[src/rtl/arb_pkg.sv]
// Shared types and helpers for the weighted round-robin arbiter.
package arb_pkg;

   typedef enum logic {IDLE, OWNED} arb_state_e;

   typedef enum logic {ARB_RR, ARB_PRIO} arb_mode_e;

   // Index width never collapses to zero, even for degenerate requester counts.
   function automatic int idx_width(input int n);
      return (n > 1) ? $clog2(n) : 1;
   endfunction

endpackage

[src/rtl/arb_pick.sv]
// Circular priority picker: first set bit of mask at or after start, wrapping.
module arb_pick import arb_pkg::*; #(
   parameter int DEVICE_NUM = 4,
   parameter int IDX_W      = idx_width(DEVICE_NUM)
) (
   input  logic [DEVICE_NUM-1:0] mask,
   input  logic [IDX_W-1:0]      start,
   output logic [DEVICE_NUM-1:0] onehot,
   output logic [IDX_W-1:0]      index,
   output logic                  found
);

   // start is always below DEVICE_NUM, so one subtraction is enough to wrap.
   always_comb begin
      onehot = '0;
      index  = '0;
      found  = 1'b0;
      for (int k = 0; k < DEVICE_NUM; k++) begin
         int pos;
         pos = int'(start) + k;
         if (pos >= DEVICE_NUM) pos = pos - DEVICE_NUM;
         if (!found && mask[pos]) begin
            found       = 1'b1;
            onehot[pos] = 1'b1;
            index       = IDX_W'(pos);
         end
      end
   end

endmodule

[src/rtl/weighted_rr_arbiter.sv]
// Arbiter with per-requester quota, fixed-priority mode and a lock that
// suspends quota preemption for atomic sequences.
module weighted_rr_arbiter import arb_pkg::*; #(
   parameter int DEVICE_NUM   = 4,
   parameter int WEIGHT_WIDTH = 4,
   localparam int IDX_W       = idx_width(DEVICE_NUM)
) (
   input  logic                             clk,
   input  logic                             rst_n,
   input  logic [DEVICE_NUM-1:0]            req,
   input  logic [DEVICE_NUM*WEIGHT_WIDTH-1:0] weight,
   input  logic                             prio_mode,
   input  logic                             lock,
   output logic [DEVICE_NUM-1:0]            grant,
   output logic [IDX_W-1:0]                 grant_index,
   output logic                             busy,
   output logic [WEIGHT_WIDTH-1:0]          hold_cnt
);

   arb_state_e              state;
   arb_mode_e               mode;
   logic [DEVICE_NUM-1:0]   others;
   logic [DEVICE_NUM-1:0]   pick_mask;
   logic [DEVICE_NUM-1:0]   pick_onehot;
   logic [IDX_W-1:0]        pick_start;
   logic [IDX_W-1:0]        pick_index;
   logic [IDX_W-1:0]        next_index;
   logic                    pick_found;
   logic                    holder_req;
   logic                    expire;
   logic [WEIGHT_WIDTH-1:0] holder_weight;

   assign mode       = prio_mode ? ARB_PRIO : ARB_RR;
   assign others     = req & ~grant;
   assign holder_req = |(req & grant);
   assign next_index = (grant_index == IDX_W'(DEVICE_NUM - 1)) ? '0 : grant_index + 1'b1;

   always_comb begin
      holder_weight = '0;
      for (int i = 0; i < DEVICE_NUM; i++) begin
         if (grant_index == IDX_W'(i)) holder_weight = weight[i*WEIGHT_WIDTH +: WEIGHT_WIDTH];
      end
   end

   // A zero quota means unlimited; expiry only matters when someone else waits.
   assign expire = (state == OWNED) && (holder_weight != '0) && (hold_cnt >= holder_weight)
                   && !lock && (|others);

   // A still-requesting holder is excluded so preemption always moves on.
   always_comb begin
      pick_mask  = req;
      pick_start = next_index;
      case (state)
         IDLE:  pick_mask = req;
         OWNED: pick_mask = holder_req ? others : req;
      endcase
      case (mode)
         ARB_RR:   pick_start = next_index;
         ARB_PRIO: pick_start = '0;
      endcase
   end

   arb_pick #(
      .DEVICE_NUM (DEVICE_NUM),
      .IDX_W      (IDX_W)
   ) u_pick (
      .mask   (pick_mask),
      .start  (pick_start),
      .onehot (pick_onehot),
      .index  (pick_index),
      .found  (pick_found)
   );

   always_ff @(posedge clk or negedge rst_n) begin
      if (!rst_n) begin
         state       <= IDLE;
         grant       <= '0;
         grant_index <= IDX_W'(DEVICE_NUM - 1);
         busy        <= 1'b0;
         hold_cnt    <= '0;
      end else begin
         case (state)
            IDLE: begin
               if (pick_found) begin
                  state       <= OWNED;
                  grant       <= pick_onehot;
                  grant_index <= pick_index;
                  busy        <= 1'b1;
                  hold_cnt    <= WEIGHT_WIDTH'(1);
               end
            end
            OWNED: begin
               if (!holder_req) begin
                  if (pick_found) begin
                     grant       <= pick_onehot;
                     grant_index <= pick_index;
                     hold_cnt    <= WEIGHT_WIDTH'(1);
                  end else begin
                     state    <= IDLE;
                     grant    <= '0;
                     busy     <= 1'b0;
                     hold_cnt <= '0;
                  end
               end else if (expire) begin
                  grant       <= pick_onehot;
                  grant_index <= pick_index;
                  hold_cnt    <= WEIGHT_WIDTH'(1);
               end else if (hold_cnt != '1) begin
                  hold_cnt <= hold_cnt + 1'b1;
               end
            end
         endcase
      end
   end

endmodule

[config.mk]
export PLATFORM = sky130hd
export DESIGN_NAME = weighted_rr_arbiter
export DESIGN_NICKNAME = d
export VERILOG_FILES = /design/src/rtl/arb_pkg.sv /design/src/rtl/arb_pick.sv /design/src/rtl/weighted_rr_arbiter.sv
export SDC_FILE = /design/constraint.sdc
export NUM_CORES = 1
export LEC_CHECK = 0
export BUFFER_PORTS_ARGS = -buffer_cell sky130_fd_sc_hd__buf_2
export CAP_MARGIN = 0
export CORE_ASPECT_RATIO = 1.75
export CORE_MARGIN = 8
export CORE_UTILIZATION = 50
export CTS_CLUSTER_SIZE = 30
export DETAILED_ROUTE_END_ITERATION = 8
export GPL_ROUTABILITY_DRIVEN = 0
export PLACE_DENSITY_LB_ADDON = 0.12
export SLEW_MARGIN = 5
export SYNTH_ARGS = -nofsm -noshare
export SYNTH_HDL_FRONTEND = slang
export SYNTH_SLANG_ARGS = --single-unit
[constraint.sdc]
create_clock -name clk -period 3.6 [get_ports clk]
set_input_delay 0.18 -clock clk [delete_from_list [all_inputs] [get_ports clk]]
set_output_delay 0.18 -clock clk [all_outputs]
set_load 0.05 [all_outputs]
* Word-level counts from Yosys, hierarchy flattened
Index checks and enable logic that the tools add are counted.
** Operators by class
- Add/subtract/negate cells :: 9
- $lt $le $gt $ge :: 13
- Equality and inequality tests :: 9
- Mux-type cells :: 67
- Bitwise gates (word level) :: 8
- Reductions and logical operators :: 22
** Operator list (number)
- $ge 32x1->1 const B :: 4
- $lt 32x4->1 const B :: 4
- $mux 32 :: 4
- $ge 32x4->1 const B :: 3
- $sub 32x4->32 const B :: 3
- $mux 4 :: 17
- $pmux 4 s2 :: 3
- $mux 1 :: 23
- $mux 2 :: 8
- $or 4x4->4 :: 3
- $logic_and 1x1->1 :: 11
- $and 4x4->4 :: 2
- $bmux 1 s2 :: 4
- $demux 1 s2 :: 4
- $pmux 2 s2 :: 2
- $reduce_or 4->1 :: 2
- $add 2x2->3 const B :: 2
- $ne 2x2->1 const B :: 3
- $add 4x1->4 const B :: 1
- $eq 2x2->1 const B :: 2
- $ge 4x4->1 :: 1
- $logic_not 1->1 :: 4
- $ne 4x2->1 const B :: 1
- $ne 4x4->1 const B :: 1
- other kinds (13) :: 16
** Storage, ports and cells
- Bits in registers :: 12
- Input bits :: 24
- Output and inout port bits :: 11
- Word-level logic and storage cells :: 133

* Longest topological paths before layout
Gate-level depths: netlist of run 1.
- Word-level depth :: 21
- Depth in mapped cells :: 11
- Depth with buffers taken out :: 11

* Modules after synthesis
A second synthesis of run 1 with hierarchy kept.
** Unflattened totals
- Cells, all modules :: 166
- Area, all modules :: 1500.2 um^2
** By module, submodules not included
- weighted_rr_arbiter :: times used 1, cells an instance 118, area each 1039.7 um^2, seq. area each 302.8 um^2
- arb_pick :: times used 1, cells an instance 48, area each 460.4 um^2, seq. area each 0.0 um^2

* Least setup slack after synthesis of run 1
OpenSTA, ideal clock, no wires.
- Kind :: register to register
- Start point :: register grant_index[0]
- End point :: register grant[2]
- Library setup time :: 0.125 ns
- Arrival time :: 3.059 ns
- Data required time :: 3.475 ns
- Path slack :: 0.416 ns
- Cell stages (with the launch flop) :: 11
- Path buffers :: 0
- Period minus slack after synthesis :: 3.184 ns
- Cells stage by stage :: dfstp_2 -> ha_1 -> nand2b_1 -> o22ai_1 -> a21o_1 -> ha_1 -> a21oi_1 -> o21ai_0 -> o221a_2 -> o21ai_0 -> mux2_2
** Between the ends
- Cells in the longest elaborated chain, start to end :: 21
- Elaborated cells on any way between the ends :: 89
- Those cells by class :: add/sub (8); order compare (13); eq/ne (5); mux (43); bitwise (3); reduce/logical (17)
** RTL lines
- start, declared :: line weighted_rr_arbiter.sv:15 : output logic [IDX_W-1:0] grant_index,
- start signal, assigned :: line weighted_rr_arbiter.sv:78 : grant_index <= IDX_W'(DEVICE_NUM - 1);
- start signal, assigned :: line weighted_rr_arbiter.sv:87 : grant_index <= pick_index;
- start signal, assigned :: line weighted_rr_arbiter.sv:96 : grant_index <= pick_index;
- parallel branches: the longest is 21 deep, another holds $sub 32x4->32
- end signal, assigned :: line weighted_rr_arbiter.sv:86 : grant <= pick_onehot;
- end signal, assigned :: line weighted_rr_arbiter.sv:95 : grant <= pick_onehot;
- end signal, assigned :: line weighted_rr_arbiter.sv:105 : grant <= pick_onehot;
- end, declared :: line weighted_rr_arbiter.sv:14 : output logic [DEVICE_NUM-1:0] grant,
Parallel ways; which one is timed is not known. The select of a mux whose other input is x is not followed.
A chain may end at the register's enable or synchronous reset.

* Worst setup path after layout of run 1
- Start point :: register grant_index[0]
- End point :: register grant[3]
Same word-level chain as after synthesis.

==> out/qor.yml, run 1 <==
detailed_routing:
  vias: 1456
  dr.pass1.iters: 4
  routed_via_density: 6.30
  ant_nets: 0
  routedWlPerCell_um: 17.1
  dr.first_iter.drc_count: 42
  wl_mm: 3.96
  drc: 0
cts:
  cts_max_level: 1
  cts_buffers: 3
  cts_tree: "built"
  cts.clk_slew.worst_paths_ns: 0.06
  clock_sinks: 12
  cts_buffer_depth: 2
  cts_root_buf: "clkbuf_8"
  cts_setup_buffers: 0
  insertion_delay_ns: 0.24
global_route:
  grt.overflow.total: 0
  grt_pass1_wl_mm: 6.61
  grt_max_degree: 14
  grt_util_all_layers_pct: 15.9
  antenna_found_initial: 0
  grt_pass1_vias: 1478
status:
  status: "finished clean"
yosys:
  yosysWarningCount: 0
  ys_ff_latch: 12
  syn_nets: 208
  syn_avg_cell_area_um2: 8.69
  ys.flop_type: "dfrtp_1"
  ys_async_sr_fraction_pct: 100
  synth-edff-count: 0
  netlist_instances: 167
  synth_area_mm2: 0.00145
  ys_seq_area_share_pct: 20.9
  synth.distinct_cells: 51
floorplanning:
  die_area_mm2: 0.00495
  rows: 26
  initial_utilization_pct: 51.3
  core_mm2: 0.00283
  io_pins: 35
  fp.dieW_um: 56.7
  die_y_um: 87.3
sta:
  fin_crit_sh_pct: 90.5
  relSlewSlack_pct: 50.8
  finClkSkew_ns: 0.00408
  tightest_slew_ns: 0.730
  fin_setup_tns_ns: 0
  min_period_ns: 3.26
  maxSlewViolCount: 0
  holdWs_ns: 0.346
  max_freq_mhz: 307
  hold_viol: 0
  grt_setup_unrepaired: "no"
  setup_violations: 0
setup_path:
  path_class: "reg2reg"
  critPathLaunchType: "register"
  rr_worst_depth: 10
  crit_fanout: 7
  crit_arrival_ns: 3.38
  crit_required_ns: 3.72
  end_kind: "register"
pwr:
  p_leak_nw: 0.812
  power.density_mw_per_mm2: 955
  ir_worst_vdd_uv: 448
hold_path:
  hp-class: "in2async"
finish:
  layout-drive-gt1-share_pct: 27.6
  final_nets: 245
  area_growth_pct: 17.8
  num_antenna_cells: 0
  nFillCells: 277
run:
  drv_cap: 0
placement:
  dpl.hpwl_mm: 3.26
  portBuffers: 34
## through the flow
stage	cell area, um2	utilization (%)	total power [mW]	setup slack (ns)	std cells
3_3_place_gp	1650	58.1	1.44	0.463	226
6_report	1710	60.4	1.63	0.341	231
3_5_place_dp	1650	58.1	1.48	0.353	226
5_1_grt	1710	60.4	1.79	0.0305	231
2_1_floorplan	1450	-	1.22	0.416	167
4_1_cts	1710	60.4	1.63	0.341	231
## sequential cells by signal, indices dropped and copies added, names as in the netlist
| register | count |
|---|---|
| grant_index | 2 |
| hold_cnt | 4 |
| state | 1 |
| grant | 4 |
| busy | 1 |
## synthesized netlist by cell type (3+ instances only)
library cell	number	area (um2)
a22oi_1	3	22.5
mux2_2	4	45.0
nand2_1	12	45.0
mux2i_1	7	70.1
a21boi_0	3	22.5
and3b_1	3	26.3
a221o_1	3	30.0
a21oi_1	10	50.1
o21ai_0	10	50.1
nand3_1	3	15.0
inv_1	10	37.5
nor3_1	6	30.0
nor2b_1	5	31.3
nor2_1	8	30.0
dfrtp_1	10	250
o22ai_1	6	37.5
ha_1	17	213
a21bo_2	4	40.0
## layout by cell type, fill, tap and decap left out, types with 2 or more instances in the layout
cell type | synthesis | routed
nor3_1 | 6 | 6
nand4_1 | 2 | 2
nand2_1 | 12 | 12
a22oi_1 | 3 | 3
nor2_1 | 8 | 8
or2_2 | 2 | 2
nand3_1 | 3 | 3
dfrtp_1 | 10 | 10
a31oi_1 | 2 | 2
buf_2 | 0 | 34
ha_1 | 17 | 17
a21boi_0 | 3 | 3
nand2b_1 | 2 | 2
mux2i_1 | 7 | 7
o22ai_1 | 6 | 6
dfstp_2 | 2 | 2
and3b_1 | 3 | 3
a21bo_2 | 4 | 4
clkbuf_8 | 0 | 4
a21oi_1 | 10 | 10
o2bb2ai_1 | 2 | 2
o31ai_1 | 2 | 2
or3_1 | 2 | 2
nor2b_1 | 5 | 5
a221o_1 | 3 | 3
mux2_2 | 4 | 4
o21ai_0 | 10 | 10
inv_1 | 10 | 10
a21o_1 | 2 | 2
## critical path: stages, from the launching register on
cell	delay, ns
dfstp_2	0.60
ha_1	0.32
nand2b_1	0.21
o22ai_1	0.12
a21o_1	0.17
ha_1	0.28
a21oi_1	0.12
o21ai_0	0.09
o221a_2	0.32
o21ai_0	0.50
mux2_2	0.41
## per-layer routing
metal | part of all wire (%) | vias to the layer above | GRT usage [%]
li1 | - | 713 | -
met1 | 36 | 676 | 14.7
met2 | 55 | 52 | 30.0
met3 | 5.0 | 15 | 4.09
met4 | 3.8 | 0 | 9.01
met5 | 0 | - | 0
## final timing paths
path,slack [ns],endpoint,from
worst max-delay path,0.34,grant[3],grant_index[0]
min in group clk,0.42,state,req[1]
worst min-delay path,0.35,hold_cnt[3],rst_n
worst min register to register,0.54,busy,busy
worst max register to register,0.34,grant[3],grant_index[0]
max in group asynchronous,2.98,grant_index[0],rst_n
## power by group
part,switching [mW],internal [mW],total [mW]
logic,0.732,0.473,1.20
clock network,0.0544,0.0967,0.151
registers,0.0781,0.199,0.277
## cell type report
| class | instances | area, um2 | share of cell area, % |
|---|---|---|---|
| sequential | 12 | 303 | 17.7 |
| timing repair buffer | 35 | 180 | 10.5 |
| tap | 28 | 35.0 | 2.05 |
| inverter | 11 | 43.8 | 2.56 |
| clock buffer | 4 | 55.1 | 3.22 |
| multi-input combinational | 141 | 1090 | 63.9 |
## kinds of logic (layout without fill, tap and decap cells)
logic type	Yosys count	count (layout)	share of synthesized area [%]
simple gates	50	50	18.9
fa+ha+maj	17	17	14.7
mux	13	13	11.0
buf+inv	14	50	3.79
compound gates	61	61	30.8
flops	12	12	20.9
## repair_timing
| item | 4_1_cts | 5_1_grt |
|---|---|---|
| resized for setup | 0 | 0 |
| hold endpoints to repair | 10 | 0 |
| hold buffers | 1 | 0 |
(Power assumes the default switching activity.)
==> run 2, diff against run 1 <==
- RECOVER_POWER: default -> 25
==> run 2 against run 1 <==
Against the previous run: sequential power about the same; sequential cell count unchanged; non-clock buffer count unchanged; wire length unchanged; worst hold slack better by 0.079 ns; first-iteration DRC count unchanged; via count unchanged; clock power about the same.
==> out/qor.yml, run 2 (synthesis results as in run 1) <==
sta:
  max_freq_mhz: 307  # unchanged
  maxSlewViolCount: 0  # unchanged
  fin_crit_sh_pct: 90.5  # unchanged
  setup_violations: 0  # unchanged
  grt_setup_unrepaired: "no"
  fin_setup_tns_ns: 0  # unchanged
  finClkSkew_ns: 0.00408  # unchanged
  min_period_ns: 3.26  # unchanged
  relSlewSlack_pct: 50.8  # unchanged
  tightest_slew_ns: 0.730  # unchanged
  hold_viol: 0  # unchanged
setup_path:
  critPathLaunchType: "register"
  r2r-start: "grant_index[0]"
  reg2reg_to: "grant[3]"
  crit_fanout: 7  # unchanged
  path_class: "reg2reg"
  cp-endpoint: "grant[3]"
  crit_required_ns: 3.72  # about the same
  r2r_slack_ns: 0.34  # about the same
  setup.worst_path.start: "grant_index[0]"
  end_kind: "register"
  crit_arrival_ns: 3.38  # about the same
  rr_worst_depth: 10  # unchanged
pwr:
  power.density_mw_per_mm2: 955  # about the same
  ir_worst_vdd_uv: 448  # unchanged
  p_leak_nw: 0.809  # -0.34%
detailed_routing:
  wl_mm: 3.96  # unchanged
  vias: 1456  # unchanged
  dr.pass1.iters: 4  # unchanged
  ant_nets: 0  # unchanged
  dr.first_iter.drc_count: 42  # unchanged
  routedWlPerCell_um: 17.1  # unchanged
  routed_via_density: 6.30  # unchanged
  drc: 0  # unchanged
cts:
  cts_tree: "built"
  insertion_delay_ns: 0.24  # about the same
  cts.clk_slew.worst_paths_ns: 0.06  # about the same
  cts_root_buf: "clkbuf_8"
  cts_buffer_depth: 2  # unchanged
  cts_buffers: 3  # unchanged
  cts_max_level: 1  # unchanged
  cts_setup_buffers: 0  # unchanged
  clock_sinks: 12  # unchanged
run:
  drv_cap: 0  # unchanged
finish:
  num_antenna_cells: 0  # unchanged
  final_cell_mix: "buf_2 (33), ha_1 (17), nand2_1 (12)"
  final_nets: 245  # unchanged
  fin_util_pct: 60.4  # about the same
  top_regs: "grant: 4 flops, hold_cnt: 4 flops, grant_index: 2 flops"
  layout-drive-gt1-share_pct: 27.1  # -0.49 points
  area_growth_pct: 17.8  # about the same
  final_common_cell: "buf_2"
placement:
  portBuffers: 34  # unchanged
  dpl.hpwl_mm: 3.26  # unchanged
floorplanning:
  initial_utilization_pct: 51.3  # unchanged
  rows: 26  # unchanged
  fp.dieW_um: 56.7  # unchanged
  core_mm2: 0.00283  # unchanged
  die_area_mm2: 0.00495  # unchanged
  die_y_um: 87.3  # unchanged
  io_pins: 35  # unchanged
status:
  status: "finished clean"
hold_path:
  hp-class: "in2reg"
global_route:
  gr-usage-met2_pct: 30.0  # unchanged
  use_met3_pct: 4.09  # unchanged
  grt.overflow.total: 0  # unchanged
  antenna_found_initial: 0  # unchanged
  gr-max-usage-layer: "met2"
  grt_pass1_vias: 1478  # unchanged
  grt_pass1_wl_mm: 6.61  # unchanged
  grt_util_met1_pct: 14.7  # unchanged
  grt_max_degree: 14  # unchanged
  grt_util_all_layers_pct: 15.9  # unchanged
==> run 2: worst min-delay path by stage <==
stage           start     endpoint  slack [ns]  cells after the start
2_1_floorplan   rst_n         busy       -0.12                      0
3_3_place_gp    rst_n  hold_cnt[0]        0.07                      1
3_5_place_dp    rst_n  hold_cnt[0]        0.07                      1
4_1_cts         rst_n  hold_cnt[3]        0.36                      2
5_1_grt        req[3]        state        0.45                      4
6_report       req[1]        state        0.42                      4
==> run 2: area by class of cell <==
class | count | area [um2]
tap | 28 | 35.0
multi-input combinational | 141 | 1090
clock buffer | 4 | 55.1
inverter | 11 | 43.8
sequential | 12 | 303
timing repair buffer | 35 | 179
fill | 278 | 1120
==> run 2: report_power, final <==
group	internal (mW)	switching, mW	leakage, nW
combinational	0.473	0.732	0.635
clock	0.0967	0.0544	0.0288
sequential	0.199	0.0781	0.145
total	0.769	0.864	0.809
==> run 2: what timing repair did <==
action	in CTS	in global routing
gates resized for setup	0	0
hold buffers	1	0
endpoints found under the hold margin	10	0
==> run 2: metal layers <==
layer	vias up	wire [um]
met2	52	2170
li1	713	-
met5	-	0
met1	676	1440
met4	0	150
met3	15	199
==> run 2: critical path, cell delays in order (launching register included) <==
cell      delay (ns)
dfstp_2         0.60
ha_1            0.32
nand2b_1        0.21
o22ai_1         0.12
a21o_1          0.17
ha_1            0.28
a21oi_1         0.12
o21ai_0         0.09
o221a_2         0.32
o21ai_0         0.50
mux2_2          0.41
==> run 2: metrics by stage <==
step | power (mW) | hold slack, ns | cell area, um2 | instances | setup WS [ns]
after detailed placement | 1.48 | 0.0742 | 1650 | 226 | 0.353
after global routing | 1.79 | 0.453 | 1710 | 231 | 0.0305
after floorplan | 1.22 | -0.116 | 1450 | 167 | 0.416
after CTS | 1.63 | 0.359 | 1710 | 231 | 0.341
after global placement | 1.44 | 0.0692 | 1650 | 226 | 0.463
final | 1.63 | 0.425 | 1710 | 231 | 0.341
